## src/rtl/adder_arbiter.sv

```systemverilog
// -----------------------------------------------------------------------------
// adder_arbiter
//
// Purpose:
//   Several requesters share one OPERAND_WIDTH-bit adder. Each cycle a
//   round-robin arbiter picks one valid requester, adds its operands and
//   captures the sum in a single output register. The register has
//   valid/ready backpressure, so a drain and a new accept can happen in the
//   same cycle. Latency is one cycle and throughput is one add per cycle.
//
// Ports:
//   clk        - sole clock; all state changes on the rising edge
//   rst        - asynchronous active-high reset
//   req_valid  - per-requester valid (NUM_REQ bits)
//   req_a      - packed operand A, requester i at [i*W +: W]
//   req_b      - packed operand B, same packing as req_a
//   req_ready  - one-hot or zero; the requester accepted this cycle
//   out_valid  - the result register holds a valid result
//   out_ready  - the consumer takes the result this cycle
//   out_res    - (a + b) mod 2^W
//   out_carry  - carry out of bit W-1
//   out_id     - index of the requester that produced the result
//   acc_count  - number of accepted operations, wraps at 2^32
// -----------------------------------------------------------------------------
module adder_arbiter #(
    parameter int OPERAND_WIDTH = 32,
    parameter int NUM_REQ       = 4,
    parameter int ID_W          = $clog2(NUM_REQ)
) (
    input  logic                             clk,
    input  logic                             rst,
    input  logic [NUM_REQ-1:0]               req_valid,
    input  logic [NUM_REQ*OPERAND_WIDTH-1:0] req_a,
    input  logic [NUM_REQ*OPERAND_WIDTH-1:0] req_b,
    output logic [NUM_REQ-1:0]               req_ready,
    output logic                             out_valid,
    input  logic                             out_ready,
    output logic [OPERAND_WIDTH-1:0]         out_res,
    output logic                             out_carry,
    output logic [ID_W-1:0]                  out_id,
    output logic [31:0]                      acc_count
);

    // Priority pointer and result register.
    logic [ID_W-1:0]          r_last_grant;
    logic                     r_out_valid;
    logic [OPERAND_WIDTH-1:0] r_out_res;
    logic                     r_out_carry;
    logic [ID_W-1:0]          r_out_id;
    logic [31:0]              r_acc_count;

    // Arbitration and datapath.
    logic                     w_hi_found;
    logic                     w_lo_found;
    logic [ID_W-1:0]          w_hi_idx;
    logic [ID_W-1:0]          w_lo_idx;
    logic                     w_found;
    logic [ID_W-1:0]          w_winner;
    logic                     w_can_accept;
    logic                     w_accept;
    logic [OPERAND_WIDTH-1:0] w_op_a;
    logic [OPERAND_WIDTH-1:0] w_op_b;
    logic [OPERAND_WIDTH:0]   w_sum;

    // Round-robin search split into two ranges: indices above the pointer
    // come first in the search order, then indices at or below it. Scanning
    // downwards leaves the lowest valid index of each range, so the winner
    // is the lowest above the pointer, else the lowest at or below it.
    always_comb begin
        // NOTE: every combinational output gets a default before any
        // conditional assignment so that no path leaves it unassigned and
        // no latch is inferred.
        w_hi_found = 1'b0;
        w_lo_found = 1'b0;
        w_hi_idx   = '0;
        w_lo_idx   = '0;
        for (int i = NUM_REQ - 1; i >= 0; i--) begin
            if (req_valid[ID_W'(i)]) begin
                if (ID_W'(i) > r_last_grant) begin
                    w_hi_found = 1'b1;
                    w_hi_idx   = ID_W'(i);
                end else begin
                    w_lo_found = 1'b1;
                    w_lo_idx   = ID_W'(i);
                end
            end
        end
    end

    assign w_found      = w_hi_found || w_lo_found;
    assign w_winner     = w_hi_found ? w_hi_idx : w_lo_idx;
    assign w_can_accept = !r_out_valid || out_ready;
    assign w_accept     = w_found && w_can_accept;
    assign req_ready    = w_accept ? (NUM_REQ'(1) << w_winner) : '0;

    // Operand mux for the winning requester.
    always_comb begin
        w_op_a = '0;
        w_op_b = '0;
        for (int i = 0; i < NUM_REQ; i++) begin
            if (ID_W'(i) == w_winner) begin
                w_op_a = req_a[i*OPERAND_WIDTH +: OPERAND_WIDTH];
                w_op_b = req_b[i*OPERAND_WIDTH +: OPERAND_WIDTH];
            end
        end
    end

    // Zero-extend both operands so the top bit of the sum is the carry.
    assign w_sum = {1'b0, w_op_a} + {1'b0, w_op_b};

    always_ff @(posedge clk or posedge rst) begin
        if (rst) begin
            r_last_grant <= ID_W'(NUM_REQ - 1);
            r_out_valid  <= 1'b0;
            r_out_res    <= '0;
            r_out_carry  <= 1'b0;
            r_out_id     <= '0;
            r_acc_count  <= '0;
        end else begin
            // NOTE: sequential state uses non-blocking assignments so every
            // register samples pre-edge values, independent of statement
            // order or of other always_ff blocks.
            if (w_accept) begin
                r_out_res    <= w_sum[OPERAND_WIDTH-1:0];
                r_out_carry  <= w_sum[OPERAND_WIDTH];
                r_out_id     <= w_winner;
                r_out_valid  <= 1'b1;
                r_last_grant <= w_winner;
                r_acc_count  <= r_acc_count + 32'd1;
            end else if (out_ready) begin
                // Drain without refill; the data fields keep their values.
                r_out_valid <= 1'b0;
            end
        end
    end

    assign out_valid = r_out_valid;
    assign out_res   = r_out_res;
    assign out_carry = r_out_carry;
    assign out_id    = r_out_id;
    assign acc_count = r_acc_count;

endmodule

```

## config.mk

```make
export PLATFORM = sky130hd
export DESIGN_NAME = adder_arbiter
export DESIGN_NICKNAME = d
export VERILOG_FILES = /design/src/rtl/adder_arbiter.sv
export SDC_FILE = /design/constraint.sdc
export NUM_CORES = 1
export LEC_CHECK = 0
export ABC_CLOCK_PERIOD_IN_PS = 2200
export CELL_PAD_IN_SITES_DETAIL_PLACEMENT = 0
export CELL_PAD_IN_SITES_GLOBAL_PLACEMENT = 2
export CORE_ASPECT_RATIO = 0.9
export CORE_MARGIN = 10
export CORE_UTILIZATION = 16
export CTS_CLUSTER_SIZE = 40
export DETAILED_ROUTE_END_ITERATION = 8
export HOLD_SLACK_MARGIN = 0.12
export PLACE_DENSITY = 0.86
export SYNTH_ARGS = -nofsm -noshare
export SYNTH_HDL_FRONTEND = slang
export SYNTH_SLANG_ARGS = --single-unit
```

## constraint.sdc

```tcl
create_clock -name clk -period 2.2 [get_ports clk]
set_input_delay 0.55 -clock clk [delete_from_list [all_inputs] [get_ports clk]]
set_output_delay 0.55 -clock clk [all_outputs]
set_load 0.02 [all_outputs]
```

* Yosys cells after proc, flatten, opt, wreduce, memory -nomap -nowiden
Index checks and enable logic that the tools add are counted.
** Word-level totals
- Input port bits :: 263
- Register bits :: 70
** Operators by class
- Order comparisons :: 2
- Mux-type cells :: 28
- Equality and inequality tests :: 3
- Shift-type cells :: 1
- Reductions and logical operators :: 6
- $add $sub $neg :: 2
** Operators by type and width (number)
- $mux 32 :: 8
- $add 32x32->33 :: 1
- $add 32x1->32 const B :: 1
- $mux 2 :: 9
- $mux 1 :: 10
- $eq 2x2->1 const A :: 2
- $gt 1x2->1 const A :: 2
- $mux 4 :: 1
- $shl 1x2->4 const A :: 1
- $eq 1x2->1 const A :: 1
- $logic_not 2->1 :: 1
- $logic_or 1x1->1 :: 2
- $reduce_bool 2->1 :: 1
- $logic_and 1x1->1 :: 1
- $logic_not 1->1 :: 1

* Logic depth before layout (Yosys ltp)
- Depth in word-level cells :: 12
- Depth in mapped cells :: 11

* Worst setup path before layout
Ideal clock, no wire load.
- Path kind :: input to register
- From :: input port req_a[32]
- To :: register r_out_res[24] (netlist: out_res[24])
- Data required time :: 2.104 ns
- Path buffers :: 0
- Setup time :: 0.096 ns
- Stages :: 10
- Setup slack :: -0.387 ns
- Data arrival time :: 2.491 ns
- Cells stage by stage :: ha_1 -> fa_1 -> a21o_1 -> nand4_1 -> a21o_1 -> a21oi_1 -> o211a_1 -> o21a_1 -> o21a_1 -> o31ai_1
** On the way
- Word-level cells in the longest chain between the ends :: 4
** Ends and longest elaborated chain
- start: declaration :: line 33 : input logic [NUM_REQ*OPERAND_WIDTH-1:0] req_a,
- $mux 32 (3 in a row) :: line 101 : if (ID_W'(i) == w_winner) begin
- $add 32x32->33 :: line 109 : assign w_sum = {1'b0, w_op_a} + {1'b0, w_op_b};
- end signal: assignment :: line 124 : r_out_res <= w_sum[OPERAND_WIDTH-1:0];
- end: declaration :: line 47 : logic [OPERAND_WIDTH-1:0] r_out_res;
Every way passes these cells.
A chain may end at the register's enable or synchronous reset.

* Final worst setup path
- From :: input port req_b[33]
- To :: register r_out_res[19] (netlist: out_res[19])
** On the way
- Word-level cells in the longest chain between the ends :: 4
** Ends and longest elaborated chain
- start: declaration :: line 34 : input logic [NUM_REQ*OPERAND_WIDTH-1:0] req_b,
- $mux 32 (3 in a row) :: line 101
- $add 32x32->33 :: line 109
Every way passes these cells.

==> summary.md <==
| Metric | Value |
|---|---|
| Routed wire length | about 16,000 µm |
| Clock Pin Slew Worst Setup and Hold Paths | ~0.06 ns |
| Die W | ~200 µm |
| Clk_lat worst skew | about 0.33 ns |
| Core Util, Final | a little under 30% |
| Setup crit start kind | input pin |
| Worst Hold Slack | between 0.4 and 0.5 ns |
| RSZ-0062 raised after global routing | yes |
| Failing checks | negative setup slack |
| Crit path required time | between 2 and 2.5 ns |
| Synthesized flop and latch total | between 60 and 70 |
| Final setup margin | -0.129 ns |
| Final Instance Count excl. Fillers | between 1,000 and 1,500 |
| First-pass GRT wire length | 24,800 µm |
| Critical path, cell by cell | buf_8 > ha_4 > a211o_1 > a211oi_4 > buf_6 > o31ai_4 > a211oi_2 > o21ai_2 > a221oi_2 > xor2_1 > o21ai_1 |
| Drc violations | 0 |
| Pre-CTS setup slack | -0.951 ns |
| Total gr overflow | 0 |
| Post-Syn Area | ~4400 µm² |
| Final Skew | 0.00573 ns |
| Tmin final | about 2.3 ns |
| Drt pass-1 iters | 4 |
| Largest net degree at the start of global routing | a little under 70 |
| Starting density of the core | around 16% |
| Post-DP HPWL | 12,400 µm |
| CTS root buf | clkbuf_16 |
| Initial DRC Count | approximately 150 |
| Post-synthesis sequential area ratio | a little under two fifths |
| Gate Count Post-Synth | 473 |
| Synth async-reset ratio | 100% |
| Final setup TNS | -0.995 ns |
| Post-DRT Antenna Nets | 0 |
| Status | finished, violations left |
| Vias | around 4,400 |
| Achievable frequency | 0.429 GHz |
| Pwr/cell area | 669 nW/µm² |
| # nets final | slightly above 1,000 |
| TritonCTS Buffers | 9 |
| Leakage Power | between 3 and 4 nW |
| P&R area growth vs syn | 78.7% |
| H-tree levels | 3 |
| Final Power | around 5.3 mW |
| Yosys warns | 0 |
| Routed wire per std cell | 14.4 µm |
| Crit path kind | in2reg |
| Mean post-synth cell area | 9.29 µm² |
| Hold_buf cts | 0 |
| Fraction of layout cells with a size suffix above 1 | around a third |
| Peak VDD IR | approximately 0.33 mV |
| Num ports | ~340 |
| Commonest cells after routing, fill and taps aside | buf_4 (116), clkdlybuf4s50_1 (91), dfrtp_1 (67) |
| EDFF count, synth | 0 |
| Hold WC Path Type | reg2reg |
| Vias per inst | 4.03 |
| Worst path max stage delay | a little over 0.3 ns |
| Max-cap violations | 0 |
| Distinct cells, synth | 60 |
| Bufs on Longest Clock Path | 2 |
| Fin area | 7850 µm² |
| DIE HEIGHT | between 150 and 200 µm |
| Family with the most delay on the worst path | compound AO/OA/AOI/OAI gates |
| Crit path max fanout | 2 |
| IO buf count | 134 |
| Placed Cells | about 1,000 |
| Final hold violation count | 0 |
| Crit-path slowest cell | a211o_1 |
| Initial antenna violation count | 2 |
| RePlAce Congestion | slightly below 0.8 |
| Buffers and inverters on the worst path | 2 |
| Core area | around 27,000 µm² |
| Final setup vio count | 12 |
| Std cell rows | between 50 and 60 |
| Main synth FF type | dfrtp_1 |
| Clk sink count | 67 |
| CP Capture Type | register |
| Number of global-route vias before repair | ~4,500 |
| Crit share post-route | 106% |
| Dpl cell area | 6960 µm² |
| Most common cell after layout, fill and taps aside | buf_4 |
| Die area | between 30,000 and 40,000 µm² |
| CTS tree | done |
| CP arrival | 2.52 ns |
| GRT Util Overall | slightly below 9% |
| Final slew viol count | 0 |
| Fillers | around 2,800 |
-- flip-flops by register name, indices dropped and copies added (netlist names) --
| signal | cells |
|---|---|
| out_carry | 1 |
| out_res | 32 |
| out_id | 1 |
| out_valid | 1 |
| acc_count | 32 |
-- worst min-delay path: stages (launching register included) --
cell,delay (ns)
dfrtp_1,0.34
nand2_1,0.05
nand2_1,0.04
-- kinds of logic after synthesis --
family | after synthesis | share of synthesized area, %
AOI/OAI and AO/OA | 121 | 18.7
xor gates and xnor gates | 56 | 11.3
adders and majority gates | 34 | 9.85
buffers and inverters | 32 | 3.90
DFF | 67 | 38.2
other | 2 | 0.171
and+or+nand+nor | 161 | 17.9
-- synthesized netlist by cell type (3+ instances only) --
library cell / instances / share of area [%]
o21ai_1: 7 / 0.80
and4_1: 3 / 0.60
o31ai_1: 3 / 0.51
a21oi_1: 42 / 4.8
dfrtp_1: 67 / 38
nand2_1: 50 / 4.3
nand4_1: 8 / 1.1
and2_1: 5 / 0.71
o211ai_1: 6 / 1.0
o21bai_1: 3 / 0.51
nand2b_1: 5 / 0.71
nor3_1: 7 / 0.80
ha_1: 33 / 9.4
nand3_1: 16 / 1.8
o2111ai_1: 3 / 0.60
o21ai_0: 13 / 1.5
nor2_1: 41 / 3.5
inv_1: 10 / 0.85
a211oi_1: 3 / 0.51
clkbuf_1: 4 / 0.34
xnor2_1: 39 / 7.8
a21o_1: 14 / 2.4
buf_1: 3 / 0.26
o21a_1: 5 / 0.85
and3_1: 13 / 1.9
a31oi_1: 3 / 0.43
buf_4: 9 / 1.5
xor2_1: 16 / 3.2
-- final cells by class --
type | instances | area (µm²) | area share (%)
diodes | 2 | 5.00 | 0.0638
clock buffers | 10 | 229 | 2.92
clock inverters | 6 | 90.1 | 1.15
inverters | 12 | 48.8 | 0.622
multi-input cells | 377 | 3130 | 39.8
flip-flops and latches | 67 | 1680 | 21.4
well taps | 354 | 443 | 5.64
repair buffers | 256 | 2230 | 28.4
-- layer usage --
metal / wire (µm) / GRT usage [%] / vias to the layer above
met3: 1190 / 3.71 / 12
met5: 0 / 0 / -
met4: 140 / 1.60 / 0
met1: 7220 / 11.3 / 2066
li1: - / - / 2172
met2: 7090 / 14.1 / 116
-- worst paths after layout --
check	startpoint	to	slack, ns	depth (start not counted)
hold / removal	out_res[1]$_DFFE_PP0P_	out_res[1]$_DFFE_PP0P_	0.46	2
max in group asynchronous	rst	out_res[11]$_DFFE_PP0P_	1.22	3
setup reg to reg	acc_count[4]$_DFFE_PP0P_	acc_count[31]$_DFFE_PP0P_	0.25	7
setup / recovery	req_b[33]	out_res[19]$_DFFE_PP0P_	-0.13	11
min in group asynchronous	rst	acc_count[31]$_DFFE_PP0P_	0.68	3
hold reg to reg	out_res[1]$_DFFE_PP0P_	out_res[1]$_DFFE_PP0P_	0.46	2
-- report_power, final --
group	switching (mW)	internal (mW)	total [mW]
combinational	1.01	1.06	2.07
clock	0.581	0.995	1.58
sequential	0.181	1.43	1.61
total	1.78	3.48	5.25
-- timing repair --
| item | CTS | global route |
|---|---|---|
| endpoints found under the setup margin | 26 | 27 |
| setup buffers | 20 | 7 |
| gates resized for setup | 154 | 27 |
| pin swaps | 72 | 56 |
| hold endpoints to repair | 0 | 0 |
Power figures use the tool's default switching activity.
